## src/rtl/data_mem_arbiter.sv

```systemverilog
// data_mem_arbiter: shares one data-RAM port between the core (m0) and a DMA master (m1).
// Burst-limited round-robin by default; define ARB_FIXED_PRIO_EN for fixed m0 priority.
module data_mem_arbiter #(
  parameter int ADDR_LENGTH = 32,
  parameter int DATA_LENGTH = 32,
  parameter int MAX_BURST   = 4,
  parameter int CNT_WIDTH   = 16
) (
  input  logic                   clk,
  input  logic                   rst,
  input  logic                   m0_req,
  input  logic                   m0_we,
  input  logic [ADDR_LENGTH-1:0] m0_addr,
  input  logic [DATA_LENGTH-1:0] m0_wdata,
  input  logic                   m1_req,
  input  logic                   m1_we,
  input  logic [ADDR_LENGTH-1:0] m1_addr,
  input  logic [DATA_LENGTH-1:0] m1_wdata,
  output logic                   m0_gnt,
  output logic                   m1_gnt,
  output logic                   m0_rvalid,
  output logic                   m1_rvalid,
  output logic [DATA_LENGTH-1:0] m_rdata,
  output logic [ADDR_LENGTH-1:0] mem_addr,
  output logic [DATA_LENGTH-1:0] mem_wdata,
  output logic                   mem_we,
  output logic                   mem_re,
  input  logic [DATA_LENGTH-1:0] mem_rdata,
  output logic [CNT_WIDTH-1:0]   contention_cnt
);
  logic sel, xfer, both, rd_pend, rd_tag;
  assign both = m0_req & m1_req;
`ifdef ARB_FIXED_PRIO_EN
  assign sel = ~m0_req;
`else
  localparam int BW = $clog2(MAX_BURST + 1);
  logic owner;
  logic [BW-1:0] burst_cnt;
  assign sel = both ? ((burst_cnt < BW'(MAX_BURST)) ? owner : ~owner) : m1_req;
  always_ff @(posedge clk or negedge rst)
    if (!rst) begin
      owner     <= 1'b0;
      burst_cnt <= '0;
    end else if (!xfer) begin
      burst_cnt <= '0;
    end else if (m1_gnt == owner) begin
      burst_cnt <= (burst_cnt == BW'(MAX_BURST)) ? burst_cnt : burst_cnt + 1'b1;
    end else begin
      owner     <= m1_gnt;
      burst_cnt <= BW'(1);
    end
`endif
  // Grants are forced low while reset is held so no strobe escapes mid-reset.
  assign m0_gnt    = rst & m0_req & ~sel;
  assign m1_gnt    = rst & m1_req & sel;
  assign xfer      = m0_gnt | m1_gnt;
  assign mem_addr  = m1_gnt ? m1_addr : m0_addr;
  assign mem_wdata = m1_gnt ? m1_wdata : m0_wdata;
  assign mem_we    = xfer & (m1_gnt ? m1_we : m0_we);
  assign mem_re    = xfer & ~(m1_gnt ? m1_we : m0_we);
  assign m_rdata   = mem_rdata;
  assign m0_rvalid = rd_pend & ~rd_tag;
  assign m1_rvalid = rd_pend & rd_tag;
  always_ff @(posedge clk or negedge rst)
    if (!rst) begin
      rd_pend        <= 1'b0;
      rd_tag         <= 1'b0;
      contention_cnt <= '0;
    end else begin
      rd_pend <= mem_re;
      if (mem_re) rd_tag <= m1_gnt;
      if (both && contention_cnt != '1) contention_cnt <= contention_cnt + 1'b1;
    end
endmodule
```

## config.mk

```make
export PLATFORM = sky130hd
export DESIGN_NAME = data_mem_arbiter
export DESIGN_NICKNAME = d
export VERILOG_FILES = /design/src/rtl/data_mem_arbiter.sv
export SDC_FILE = /design/constraint.sdc
export NUM_CORES = 1
export LEC_CHECK = 0
export CAP_MARGIN = 20
export CORE_AREA = 2 2 109 111
export CTS_CLUSTER_DIAMETER = 50
export DETAILED_ROUTE_END_ITERATION = 7
export DIE_AREA = 0 0 111 113
export PLACE_DENSITY_LB_ADDON = 0.1
export SYNTH_ARGS = -nofsm -noshare
export SYNTH_HDL_FRONTEND = slang
export SYNTH_SLANG_ARGS = --single-unit
```

## constraint.sdc

```tcl
create_clock -name clk -period 6 [get_ports clk]
set_input_delay 1.8 -clock clk [delete_from_list [all_inputs] [get_ports clk]]
set_output_delay 1.8 -clock clk [all_outputs]
set_load 0.1 [all_outputs]
```

# ---- Word level (Yosys, flattened, before mapping)
# Index checks and enable logic that the tools add are counted.
dict set report word_totals {
  ff_bits 22
  wordCells 37
}
dict set report classes {
  n_addsub 2
  magnitude_cmp 1
  n_eq_ne 4
  mux 8
  n_bitwise 15
  n_reduce_logical 2
}
# operator count
set ops {}
lappend ops {{$mux 32} 2}
lappend ops {{$add 16x1->16 const B} 1}
lappend ops {{$ne 16x16->1 const B} 1}
lappend ops {{$and 1x1->1} 9}
lappend ops {{$mux 3} 3}
lappend ops {{$not 1->1} 5}
lappend ops {{$add 3x1->3 const B} 1}
lappend ops {{$eq 3x3->1 const B} 1}
lappend ops {{$lt 3x3->1 const B} 1}
lappend ops {{$mux 1} 3}
lappend ops {{$ne 3x3->1 const B} 1}
lappend ops {{$reduce_and 2->1} 1}
lappend ops {{$eq 1x1->1} 1}
lappend ops {{$logic_and 1x1->1} 1}
lappend ops {{$or 1x1->1} 1}

# ---- Depth between registers and ports, before layout
# Gate-level depths: netlist of the first run.
dict set report depth {
  ltp_word 7
  mapped_depth 6
  mapped_depth_nobuf 5
}

# ---- Least setup slack after synthesis of the first run
# OpenSTA, ideal clock, no wires.
dict set report synth_timing {
  path_type {input -> output}
  start {input port m0_req}
  end {output port mem_re}
  arrival_ps 4692
  required_time_ps 4200
  slack_ps -492
  cell_stages 4
  n_path_buf 2
  cell_sequence {buf_2 a21oi_4 buf_4 o31ai_1}
}
dict set report synth_via {
  elab_chain_cells 6
}
# element line_no
set synth_lines {}
lappend synth_lines {{start, declared} 11} ;# input logic m0_req,
lappend synth_lines {{$and 1x1->1 (*)} 32} ;# assign both = m0_req & m1_req;
lappend synth_lines {{$mux 1 (*)} 39} ;# assign sel = both ? ((burst_cnt < BW'(MAX_BURST)) ? owner : ~owner) : m1_req;
lappend synth_lines {{$and 1x1->1 (*)} 55} ;# assign m1_gnt = rst & m1_req & sel;
lappend synth_lines {{named net m1_gnt} 20} ;# output logic m1_gnt,
lappend synth_lines {{$mux 1} 60} ;# assign mem_re = xfer & ~(m1_gnt ? m1_we : m0_we);
lappend synth_lines {{$not 1->1} 60}
lappend synth_lines {{$and 1x1->1 (*)} 60}
lappend synth_lines {{end, declared} 27} ;# output logic mem_re,
# The timed path passes the listed nets; every way through them passes the cells marked *.

# ---- Final worst setup path of the first run
dict set report layout_timing {
  start {input port m1_req}
  end {output port mem_wdata[28]}
}
dict set report layout_via {
  elab_chain_cells 4
}
# element line_no
set layout_lines {}
lappend layout_lines {{start, declared} 15} ;# input logic m1_req,
lappend layout_lines {{$and 1x1->1} 32}
lappend layout_lines {{$mux 1} 39}
lappend layout_lines {{$and 1x1->1 (*)} 55}
lappend layout_lines {{$mux 32 (*)} 58} ;# assign mem_wdata = m1_gnt ? m1_wdata : m0_wdata;
lappend layout_lines {{end, declared} 25} ;# output logic [DATA_LENGTH-1:0] mem_wdata,
# Mark *: on every way between the ends. The rest lies on a longest branch, timed or not.

==> results by group, run 1 <==
Run status
  • Status: complete, no violations

Placed design
  • Placed Instances: 541
  • Placed inst area: 4970 sq um
  • IO buf count: 219
  • Gpl congestion: 0.828
  • Final HPWL DP: 9130 microns

Clock network
  • Skew-Pair Late Insertion Delay: 0.25 ns
  • Max Root-Sink Buffers: 2
  • Setup Buffers After CTS: 0
  • H-Tree Level Count: 1
  • CTS resizes: 0
  • CTS buffer count: 3
  • CTS tree: done
  • Hold buffer count at cts: 0
  • Clock Sinks: 22
  • CTS root buf: clkbuf_16
  • Worst-path clk slew: 0.06 ns

Yosys
  • Post-synth EDFFs: 0
  • Sequential area share after synthesis: 0.252
  • Synth Area per Inst: 10.0 sq um
  • Synth cell count leaders: mux2_2 (66), buf_4 (39), dfrtp_1 (22)
  • Yosys warns: 0
  • Top cell type by total area after synthesis: mux2_2
  • Synth Flop Type: dfrtp_1
  • Most common cell in the netlist: mux2_2
  • Synthesized area: 2180 sq um
  • #FFs+latches synth: 22
  • Netlist cell types: 32
  • Ys async rst share: 1.00
  • Synth top area share: 0.340
  • Synth area leaders: mux2_2 (34%), dfrtp_1 (25%), buf_4 (13%)
  • Syn Nets: 387
  • Syn Inst Count: 218

Routing
  • Final WL: 10800 microns
  • Via density: 4.24
  • Post-route DRC: 0
  • Routed vias: 2312
  • DR iter-0 viols: 94
  • Drt first pass iters: 4
  • Routed len/inst: 19.8 microns
  • Post-route ant nets: 0

Finish
  • P&R area growth vs syn: 131%
  • Final instance area: 5040 sq um
  • Nets: 572
  • Share of layout cells above drive strength 1: 0.372
  • # fillers: 1082
  • Post-Layout Cell Count: 545

STA
  • Final Hold Violating Endpoints: 0
  • Period utilization: 0.926
  • Worst Max-Slew Pin Slew: 1.08 ns
  • Max_slew headroom: 0.275
  • Achievable Freq: 0.180 GHz
  • Unrepaired setup endpoints after global routing: no
  • Final Max Slew Viols: 0
  • Clock period minus final worst setup slack: 5.56 ns
  • Final setup viols: 0
  • Setup TNS: 0 ns
  • Worst setup skew after layout: 0.00156 ns

Critical path
  • Critical setup path kind: primary input to output pin
  • Critical path endpoint category: output pin
  • Crit path launch: m1_req
  • Crit start category: primary input
  • Arr. time, crit path: 3.76 ns
  • CP max FO: 73
  • WP data required: 4.20 ns
  • RR Startpoint: contention_cnt[0]
  • R2r setup slk: 4.08 ns

Power and ir drop
  • Leak pwr: 2.04 nW
  • Switching Fraction: 0.529
  • Switching power: 0.653 mW
  • VDD IR max: 367 uV
  • Pwr dens: 245 nW/um^2
  • Register share of total power: 0.169
  • Internal power: 0.582 mW
  • Clock network fraction of total power: 0.111
  • Gate power share: 0.720

Global route
  • Global Route Usage Sum: 0.171
  • Initial antenna violation count: 1
  • Number of global-route vias before repair: 2529
  • Total gr overflow: 0
  • Largest net degree at the start of global routing: 74
  • First-pass GRT wire length: 16400 microns

Floorplanning
  • Io pins: 284
  • Initial Util: 0.194
  • Die ar.: 12500 sq um
  • Die H: 113 microns
  • Core outline area: 11300 sq um
  • Cell Rows: 39
  • Chip width: 111 microns

Min path
  • Class of the worst hold path: flop to flop
  • Worst min-delay path startpoint: contention_cnt[15]

Run
  • Max-cap violations: 0
-- final timing paths --
path                                           end  depth (start not counted)
worst max-delay path                 mem_wdata[28]                          6
worst min-delay path            contention_cnt[15]                          1
worst max register to register   contention_cnt[1]                          5
worst min register to register  contention_cnt[15]                          1
max in group asynchronous                    owner                          2
min in group asynchronous        contention_cnt[6]                          2
-- registers in the layout, summed over array words and instances (netlist names) --
| register | flops |
|---|---|
| contention_cnt | 16 |
| rd_tag | 1 |
| burst_cnt | 3 |
| rd_pend | 1 |
| owner | 1 |
-- worst max-delay path, cell delays in order --
cell and delay, ns:
clkdlybuf4s50_1 0.61, nand2_1 0.14, a21oi_4 0.15, buf_12 0.33, mux2_2 0.46, buf_12 0.19
-- layout by cell type (no fill, tap or decap), types with 2 or more instances in the layout --
| cell type | count |
|---|---|
| nand4_1 | 5 |
| ha_1 | 3 |
| inv_1 | 4 |
| dfrtp_1 | 22 |
| nor2_1 | 11 |
| mux2_2 | 66 |
| nand2_1 | 12 |
| or2_2 | 2 |
| clkdlybuf4s50_1 | 151 |
| xnor2_1 | 6 |
| nor3_1 | 8 |
| xor2_1 | 10 |
| buf_12 | 69 |
| nand3_1 | 7 |
| clkbuf_16 | 3 |
| a21oi_1 | 3 |
-- through the flow --
step,hold WS [ns],setup WS [ns],total power [mW],utilization
global route,0.534,0.345,1.28,0.447
CTS,0.500,0.477,1.25,0.447
global placement,0.493,0.500,1.10,0.441
detailed placement,0.485,0.485,1.10,0.441
floorplan,0.481,0.403,0.863,-
finish,0.497,0.442,1.24,0.448
-- kinds of logic (layout without fill, tap and decap cells) --
family                   Yosys count  after routing  share of synthesized area
AO/OA/AOI/OAI                      9              9                     0.0286
flip-flops                        22             22                      0.252
multiplexers                      67             67                      0.345
XOR/XNOR                          16             16                     0.0641
other                              0              1                          0
AND/OR/NAND/NOR                   56             56                      0.148
buffers and inverters             45            228                      0.145
adder cells (fa/ha/maj)            3              3                     0.0172
-- routing by layer --
layer | vias up | global-route usage | wire, microns
met5 | - | 0 | 0
met4 | 0 | 0.0242 | 58
met3 | 6 | 0.0573 | 890
met2 | 131 | 0.279 | 4990
met1 | 1071 | 0.227 | 4840
li1 | 1104 | - | -
-- cell type report --
cell class                      instances  area [sq um]  share of cell area
Timing Repair Buffer                  221          2900               0.575
Multi-Input combinational cell        151          1320               0.262
Sequential cell                        22           551               0.109
Tap cell                              143           179              0.0355
Clock buffer                            3          75.1              0.0149
Inverter                                4          15.0             0.00298
Antenna cell                            1          2.50            0.000496
-- power groups by stage --
stage / Sequential (mW) / Combinational (mW) / Clock (mW)
after floorplan: 0.352 / 0.510 / 0
after global placement: 0.211 / 0.890 / 0
after detailed placement: 0.211 / 0.893 / 0
after CTS: 0.209 / 0.896 / 0.142
after global routing: 0.217 / 0.917 / 0.149
final: 0.209 / 0.889 / 0.138
Power figures use the tool's default switching activity.
==> run 2, diff against run 1 <==
- PLACE_DENSITY_LB_ADDON: 0.1 -> 0.2
==> results by group, run 2 (synthesis results as in run 1) <==
Finish
  • Max FFs per register: 16
  • Area of the multi-input gates: 1320 sq um
  • Nets: 574
  • Top flop regs: contention_cnt x16, burst_cnt x3
  • Final instance area: 5070 sq um
  • Share of layout cells above drive strength 1: 0.376
  • Highest-count cells in the layout ignoring fill and taps: clkdlybuf4s50_1 (151), buf_12 (69), mux2_2 (66)
  • # fillers: 1045
  • Final core utilization: 0.450
  • P&R area growth vs syn: 132%
  • Reg area: 551 sq um
  • Commonest non-fill, non-tap cell in the layout: clkdlybuf4s50_1
  • ANT cells: 0
  • Most flops, register: contention_cnt
  • Post-Layout Cell Count: 547

Clock network
  • Max Root-Sink Buffers: 2
  • CTS resizes: 0
  • H-Tree Level Count: 1
  • CTS buffer count: 3
  • CTS tree: done
  • Worst-path clk slew: 0.06 ns
  • Skew-Pair Late Insertion Delay: 0.25 ns
  • CTS root buf: clkbuf_16
  • Setup Buffers After CTS: 0
  • Hold buffer count at cts: 0
  • Clock Sinks: 22

STA
  • Worst setup skew after layout: 0.00213 ns
  • Period utilization: 0.912
  • Max_slew headroom: 0.326
  • Clock period minus final worst setup slack: 5.47 ns
  • Worst Max-Slew Pin Slew: 1.01 ns
  • Setup TNS: 0 ns
  • Final Hold Violating Endpoints: 0
  • Unrepaired setup endpoints after global routing: no
  • Achievable Freq: 0.183 GHz
  • Final setup viols: 0
  • Final Max Slew Viols: 0

Placed design
  • Gpl congestion: 0.831
  • IO buf count: 219
  • Placed inst area: 4980 sq um
  • Placed Instances: 543
  • Final HPWL DP: 8620 microns

Floorplanning
  • Die H: 113 microns
  • Die ar.: 12500 sq um
  • Core outline area: 11300 sq um
  • Chip width: 111 microns
  • Io pins: 284
  • Initial Util: 0.194
  • Cell Rows: 39

Global route
  • First-pass GRT wire length: 15100 microns
  • Total gr overflow: 0
  • Initial antenna violation count: 0
  • Number of global-route vias before repair: 2444
  • Largest net degree at the start of global routing: 43
  • Global Route Usage Sum: 0.156

Critical path
  • Critical setup path kind: primary input to output pin
  • Crit path launch: m1_req
  • R2R cell count: 5
  • Crit-path max cell delay: 0.58 ns
  • Arr. time, crit path: 3.67 ns
  • Critical R2R Capture: contention_cnt[1]
  • CP Cell Sequence: clkdlybuf4s50_1 > nand2_1 > a21oi_4 > buf_12 > mux2_2 > buf_12
  • CP endpoint: mem_addr[30]
  • Crit start category: primary input
  • Crit-path slowest cell: clkdlybuf4s50_1
  • CP max FO: 42
  • RR Startpoint: contention_cnt[0]
  • R2r setup slk: 3.99 ns
  • Top cell by count, worst path: buf_12
  • Critical path endpoint category: output pin
  • WP data required: 4.20 ns

Routing
  • Post-route DRC: 0
  • Routed len/inst: 18.8 microns
  • Final WL: 10300 microns
  • DR iter-0 viols: 71
  • Drt first pass iters: 4
  • Post-route ant nets: 0
  • Routed vias: 2328
  • Via density: 4.26

Run status
  • Status: complete, no violations

Power and ir drop
  • VDD IR max: 343 uV
  • Power Total: 1.25 mW
  • Leak pwr: 2.06 nW
  • Pwr dens: 247 nW/um^2

Min path
  • Class of the worst hold path: flop to flop

Run
  • Max-cap violations: 0
-- run 2: cell count changes in the layout (fill, tap and decap cells not counted), sizes merged --
cell    previous run  this run
buf               70        72
clkbuf             3         4
diode              1         0
-- run 2: worst min path at each step --
stage | start | endpoint | slack, ns | cells after the start
after global placement | contention_cnt[11] | contention_cnt[11] | 0.49 | 1
after global routing | contention_cnt[11] | contention_cnt[11] | 0.54 | 1
after floorplan | rd_tag | rd_tag | 0.48 | 2
final | contention_cnt[15] | contention_cnt[15] | 0.52 | 1
after CTS | contention_cnt[14] | contention_cnt[14] | 0.52 | 1
after detailed placement | contention_cnt[11] | contention_cnt[11] | 0.51 | 1
-- run 2: layer usage --
layer  part of all wire  global-route usage  wire, microns  vias to the layer above
met1               0.45               0.207           4630                     1088
met3              0.064              0.0354            661                        6
li1                   -                   -              -                     1107
met4             0.0091              0.0250             94                        0
met5                  0                   0              0                        -
met2               0.48               0.266           4900                      127
-- run 2: layout make-up --
| type | instances | share of cell area |
|---|---|---|
| Inverter | 4 | 0.00296 |
| Clock buffer | 4 | 0.0175 |
| Timing Repair Buffer | 223 | 0.575 |
| Sequential cell | 22 | 0.109 |
| Tap cell | 143 | 0.0353 |
| Multi-Input combinational cell | 151 | 0.261 |
-- run 2: per-stage QoR --
stage          setup WS [ns]  hold slack [ns]
2_1_floorplan          0.403            0.481
3_3_place_gp           0.520            0.486
3_5_place_dp           0.533            0.507
4_1_cts                0.528            0.518
5_1_grt                0.417            0.538
6_report               0.526            0.516
-- run 2: critical path, delay by kind of cell --
family	cells	cell delay, ns
AND/OR/NAND/NOR	1	0.13
buffers and inverters	3	1.04
AO/OA/AOI/OAI	1	0.27
multiplexers	1	0.41
-- run 2: report_power, final --
part / internal, mW / switching (mW)
logic: 0.322 / 0.566
clock network: 0.102 / 0.0509
registers: 0.174 / 0.0365
==> patch 1, RTL diff (config.mk and constraints of run 2) <==
Reset style: synchronous (`rst`), changed in 2 clocked blocks.
--- a/src/rtl/data_mem_arbiter.sv
+++ b/src/rtl/data_mem_arbiter.sv
@@ -38,5 +38,5 @@
   logic [BW-1:0] burst_cnt;
   assign sel = both ? ((burst_cnt < BW'(MAX_BURST)) ? owner : ~owner) : m1_req;
-  always_ff @(posedge clk or negedge rst)
+  always_ff @(posedge clk)
     if (!rst) begin
       owner     <= 1'b0;
@@ -62,5 +62,5 @@
   assign m0_rvalid = rd_pend & ~rd_tag;
   assign m1_rvalid = rd_pend & rd_tag;
-  always_ff @(posedge clk or negedge rst)
+  always_ff @(posedge clk)
     if (!rst) begin
       rd_pend        <= 1'b0;
Behaviour: differs if rst is asserted again (counterexample within 4 cycles, from zero or initial values and one cycle with rst low); with rst held inactive, the same outputs for 10 cycles.
==> patch 1 against run 2 <==
- total power fell by 19%
- worst setup slack lost 57 ps
- non-clock buffer count increased by 3
- sequential cell count stayed put
- routed wire length is 2.4% higher
- area after synthesis up 0.57%
- final area rose by 1.1%
- cell count rose by 29%
- die area did not move
- highest routed layer unchanged
==> patch 1: results (changes against run 2) <==
Status
  – Status: finished clean

Pwr
  – Leakage: 2.247 nW (+8.9%)
  – Max VDD drop: 0.0001848 V (-46%)
  – Combinational Power Share: 0.662 (-0.048)
  – Switching share of total power: 0.4667 (-0.05598)

Routing
  – Met2 WL: 5232 um (+6.9%)
  – WL final: 10530 um (+2.4%)
  – Iter 0 DRT Violations: 144 (+100%)
  – Routed wire per std cell: 14.95 um (-20%)
  – DRT met1 WL: 3982 um (-14%)
  – Via count: 3084 (+32%)
  – DR WL met3: 1213 um (+84%)

Logic synthesis
  – Compound-cell area share of the yosys netlist: 0.1133 (+0.08469)
  – Mapped Avg Cell Area: 5.752 sq um (-43%)
  – Post-Syn Nets: 551 (+42%)
  – Post-synthesis xor/xnor area fraction: 0.01196 (-0.05219)
  – Seq/Total Area, Yosys: 0.2005 (-0.05155)
  – FFs w/ async S/R, synth: 0 (-1.000)
  – Synth top area cells: nand2_1 35%, dfxtp_1 20%, buf_4 11%
  – Post-synthesis adder-cell area fraction: 0.01708 (-0.00009785)
  – Library cells used by synthesis: 40 (+25%)
  – Post-synthesis mux area share: 0.01367 (-0.3311)
  – Post-synth top cells: 206 x nand2_1, 32 x buf_4, 22 x dfxtp_1
  – Main synth FF type: dfxtp_1

Worst setup path
  – Crit path DAT: 3730 ps (+60 ps)
  – R2R Path End: contention_cnt[6]$_SDFFE_PN0P_
  – Crit-path max FO: 20 (-52%)
  – Worst R2R Path Depth: 6 (+1)
  – CP max stage delay: 630 ps (+50 ps)
  – Worst r2r src: contention_cnt[1]$_SDFFE_PN0P_
  – Slowest cell on the critical path: clkdlybuf4s50_1
  – Worst setup path end: mem_addr[14]
  – Worst R2R Setup Slack: 3950 ps (-40 ps)

Place
  – Placed Instances: 699 (+29%)
  – Post-DP HPWL: 8838 um (+2.5%)
  – Routability Congestion: 0.8478 (+2.1%)
  – Dpl ws: 481.6 ps (-51.25 ps)
  – Placement Cell Area: 5016 sq um (+0.68%)
  – Port Buffers: 219 (unchanged)

Min path
  – Min-delay worst type: register to register
  – Hold endpoint: rd_tag$_SDFFE_PN0P_
  – Hold_sp: rd_tag$_SDFFE_PN0P_
  – Hold depth: 2 (+1)

Finish
  – Fill cells: 1111 (+6.3%)
  – Share of layout cells above drive strength 1: 0.1533 (-0.2229)
  – Layout Nets: 731 (+27%)

GRT
  – First-pass GRT wire length: 16260 um (+7.4%)
  – Vias in the first global route: 2998 (+23%)
  – Largest net degree at the start of global routing: 73 (+70%)
  – Gr usage total: 0.1597 (+0.003371)
  – Met2 GRT Util: 0.2879 (+0.02168)
  – Met3 Use GR: 0.07659 (+0.04124)
  – Grt met1 use: 0.1734 (-0.03377)

Clock tree
  – Clk buf depth: 2 (unchanged)
  – CTS-repair resized insts: 0 (unchanged)

Timing
  – Max Clk Rate: 0.1808 GHz (-1.0%)
  – Clock skew: 3.441 ps (+1.306 ps)
  – Slew headroom: 0.3259 (-0.0005430)
-- patch 1: per-stage QoR --
step	hold slack, ps	power [mW]
after floorplan	482.8	0.6243
after global placement	499.4	0.8270
after detailed placement	518.7	0.8300
after CTS	528.8	1.020
after global routing	577.4	1.042
final	517.2	1.011
-- patch 1: critical path: cells and delay by family --
family          cells  cell delay [ps]
buf+inv             4             1410
simple gates        3              280
compound gates      1              230
-- patch 1: power by group through the flow --
stage	combinational [mW]	clock (mW)	sequential (mW)
2_1_floorplan	0.463	0	0.161
3_3_place_gp	0.670	0	0.157
3_5_place_dp	0.673	0	0.157
4_1_cts	0.674	0.192	0.154
5_1_grt	0.691	0.197	0.154
6_report	0.669	0.188	0.154
-- patch 1: layout make-up --
class	count	area (sq um)	area share
clock buffers	3	75.07	0.01464
clock inverters	1	30.03	0.005858
inverters	10	37.54	0.007322
multi-input cells	299	1404	0.2739
flip-flops and latches	22	440.4	0.08592
well taps	143	178.9	0.03490
repair buffers	226	2960	0.5775
==> patch 2, RTL diff (config.mk and constraints of run 2) <==
Made on the original files. Set the parameter `CNT_WIDTH` to 20 (it was 16).
--- a/src/rtl/data_mem_arbiter.sv
+++ b/src/rtl/data_mem_arbiter.sv
@@ -5,5 +5,5 @@
   parameter int DATA_LENGTH = 32,
   parameter int MAX_BURST   = 4,
-  parameter int CNT_WIDTH   = 16
+  parameter int CNT_WIDTH   = 20
 ) (
   input  logic                   clk,
Ports: changed (resized contention_cnt); port bits go from 284 to 288. No check against the original RTL was run, so the function may have changed too.
==> patch 2 against run 2 <==
- combinational power is 7.5% higher
- sequential cell count increased by 4
- area after synthesis is 9.6% higher
- global-route usage up 0.86 points
- worst setup slack got worse by 57 ps
- routed wire length rose by 2.5%
- total power up 8.9%
- clock skew grew 1.7 ps
- maximum frequency shrank 1.0%
- final area is 5.0% higher
- cell count up 4.9%
- sequential power increased by 18%
- critical path type unchanged
- largest cell class unchanged
==> patch 2: results (changes against run 2) <==
Logic synthesis
  – Library cells used by synthesis: 38 (+19%)
  – Post-synthesis adder-cell area fraction: 0.01567 (-0.001508)
  – Post-synthesis xor/xnor area fraction: 0.06583 (+0.001684)
  – Compound-cell area share of the yosys netlist: 0.07419 (+0.04555)
  – Post-synth top cells: 60 x mux2_2, 39 x buf_4, 26 x dfrtp_1
  – Post-synthesis mux area share: 0.3114 (-0.03340)
  – Mapped Avg Cell Area: 9.978 sq um (-0.43%)
  – Post-Syn Nets: 409 (+5.7%)
  – Synth top area cells: mux2_2 28%, dfrtp_1 27%, buf_4 12%
  – Synth warn: 0 (unchanged)

Place
  – Dpl ws: 478.5 ps (-54.40 ps)
  – Placed Instances: 570 (+5.0%)
  – Placement Cell Area: 5234 sq um (+5.0%)
  – Port Buffers: 223 (+1.8%)
  – Post-DP HPWL: 9245 um (+7.2%)
  – Routability Congestion: 0.7816 (-5.9%)

Finish
  – Biggest regs: contention_cnt: 20 flops, burst_cnt: 3 flops
  – Fill cells: 1064 (+1.8%)
  – Share of layout cells above drive strength 1: 0.3318 (-0.04445)

Clock tree
  – Clk buf depth: 2 (unchanged)

Routing
  – Vias per Instance: 4.439 (+4.3%)
  – Iter 0 DRT Violations: 78 (+9.9%)
  – Via count: 2548 (+9.5%)

Timing
  – Worst-margin pin slew: 998.9 ps (-8.275 ps)
  – Clock skew: 3.794 ps (+1.660 ps)
  – Worst setup margin: 469.0 ps (-57.28 ps)
  – Final hold slack: 506.6 ps (-8.869 ps)

GRT
  – Gr usage total: 0.1649 (+0.008607)
  – Vias in the first global route: 2702 (+11%)
  – First-pass GRT wire length: 16010 um (+5.8%)
  – Largest net degree at the start of global routing: 40 (-7.0%)

Min path
  – Hold endpoint: contention_cnt[11]$_DFFE_PN0P_

Worst setup path
  – Worst R2R Setup Slack: 3950 ps (-40 ps)
  – Crit-path max FO: 22 (-48%)
  – R2R Path End: contention_cnt[18]$_DFFE_PN0P_
  – Crit path DAT: 3730 ps (+60 ps)

Status
  – Status: finished clean

Pwr
  – Max VDD drop: 0.0002978 V (-13%)
  – Leakage: 2.192 nW (+6.3%)
[patch 2: critical path, cell delays in order]
cell and delay [ps]:
clkdlybuf4s50_1 500, inv_1 100, a211oi_4 380, buf_4 360
mux2_2 410, buf_12 170
[patch 2: how the worst max path moves through the flow]
stage | startpoint | to
6_report | rst | mem_wdata[17]
3_3_place_gp | rst | mem_addr[15]
4_1_cts | rst | mem_wdata[26]
2_1_floorplan | rst | mem_re
5_1_grt | rst | mem_addr[15]
3_5_place_dp | rst | mem_wdata[26]
[patch 2: power breakdown]
part | switching, mW | internal, mW | leakage [nW]
Sequential | 0.0425 | 0.204 | 0.331
Clock | 0.0582 | 0.102 | 0.0442
Combinational | 0.616 | 0.339 | 1.82
[patch 2: area by class of cell]
type,count,area share
clock buffers,4,0.01669
inverters,9,0.006347
multi-input cells,164,0.2645
flip-flops and latches,26,0.1222
well taps,143,0.03362
repair buffers,228,0.5567
[patch 2: kinds of logic (layout without fill, tap and decap cells)]
kind of cell,count (synthesis),after routing
mux,66,66
simple gates,53,53
buf+inv,50,241
flops,26,26
compound gates,24,24
xor+xnor,18,18
fa+ha+maj,3,3
[patch 2: metal layers]
layer | vias to the layer above | wire length, um | global-route usage
met5 | - | 0 | 0
met4 | 0 | 55 | 0.02417
met3 | 5 | 1020 | 0.05785
met2 | 154 | 5063 | 0.2773
met1 | 1181 | 4397 | 0.2099
li1 | 1208 | - | -
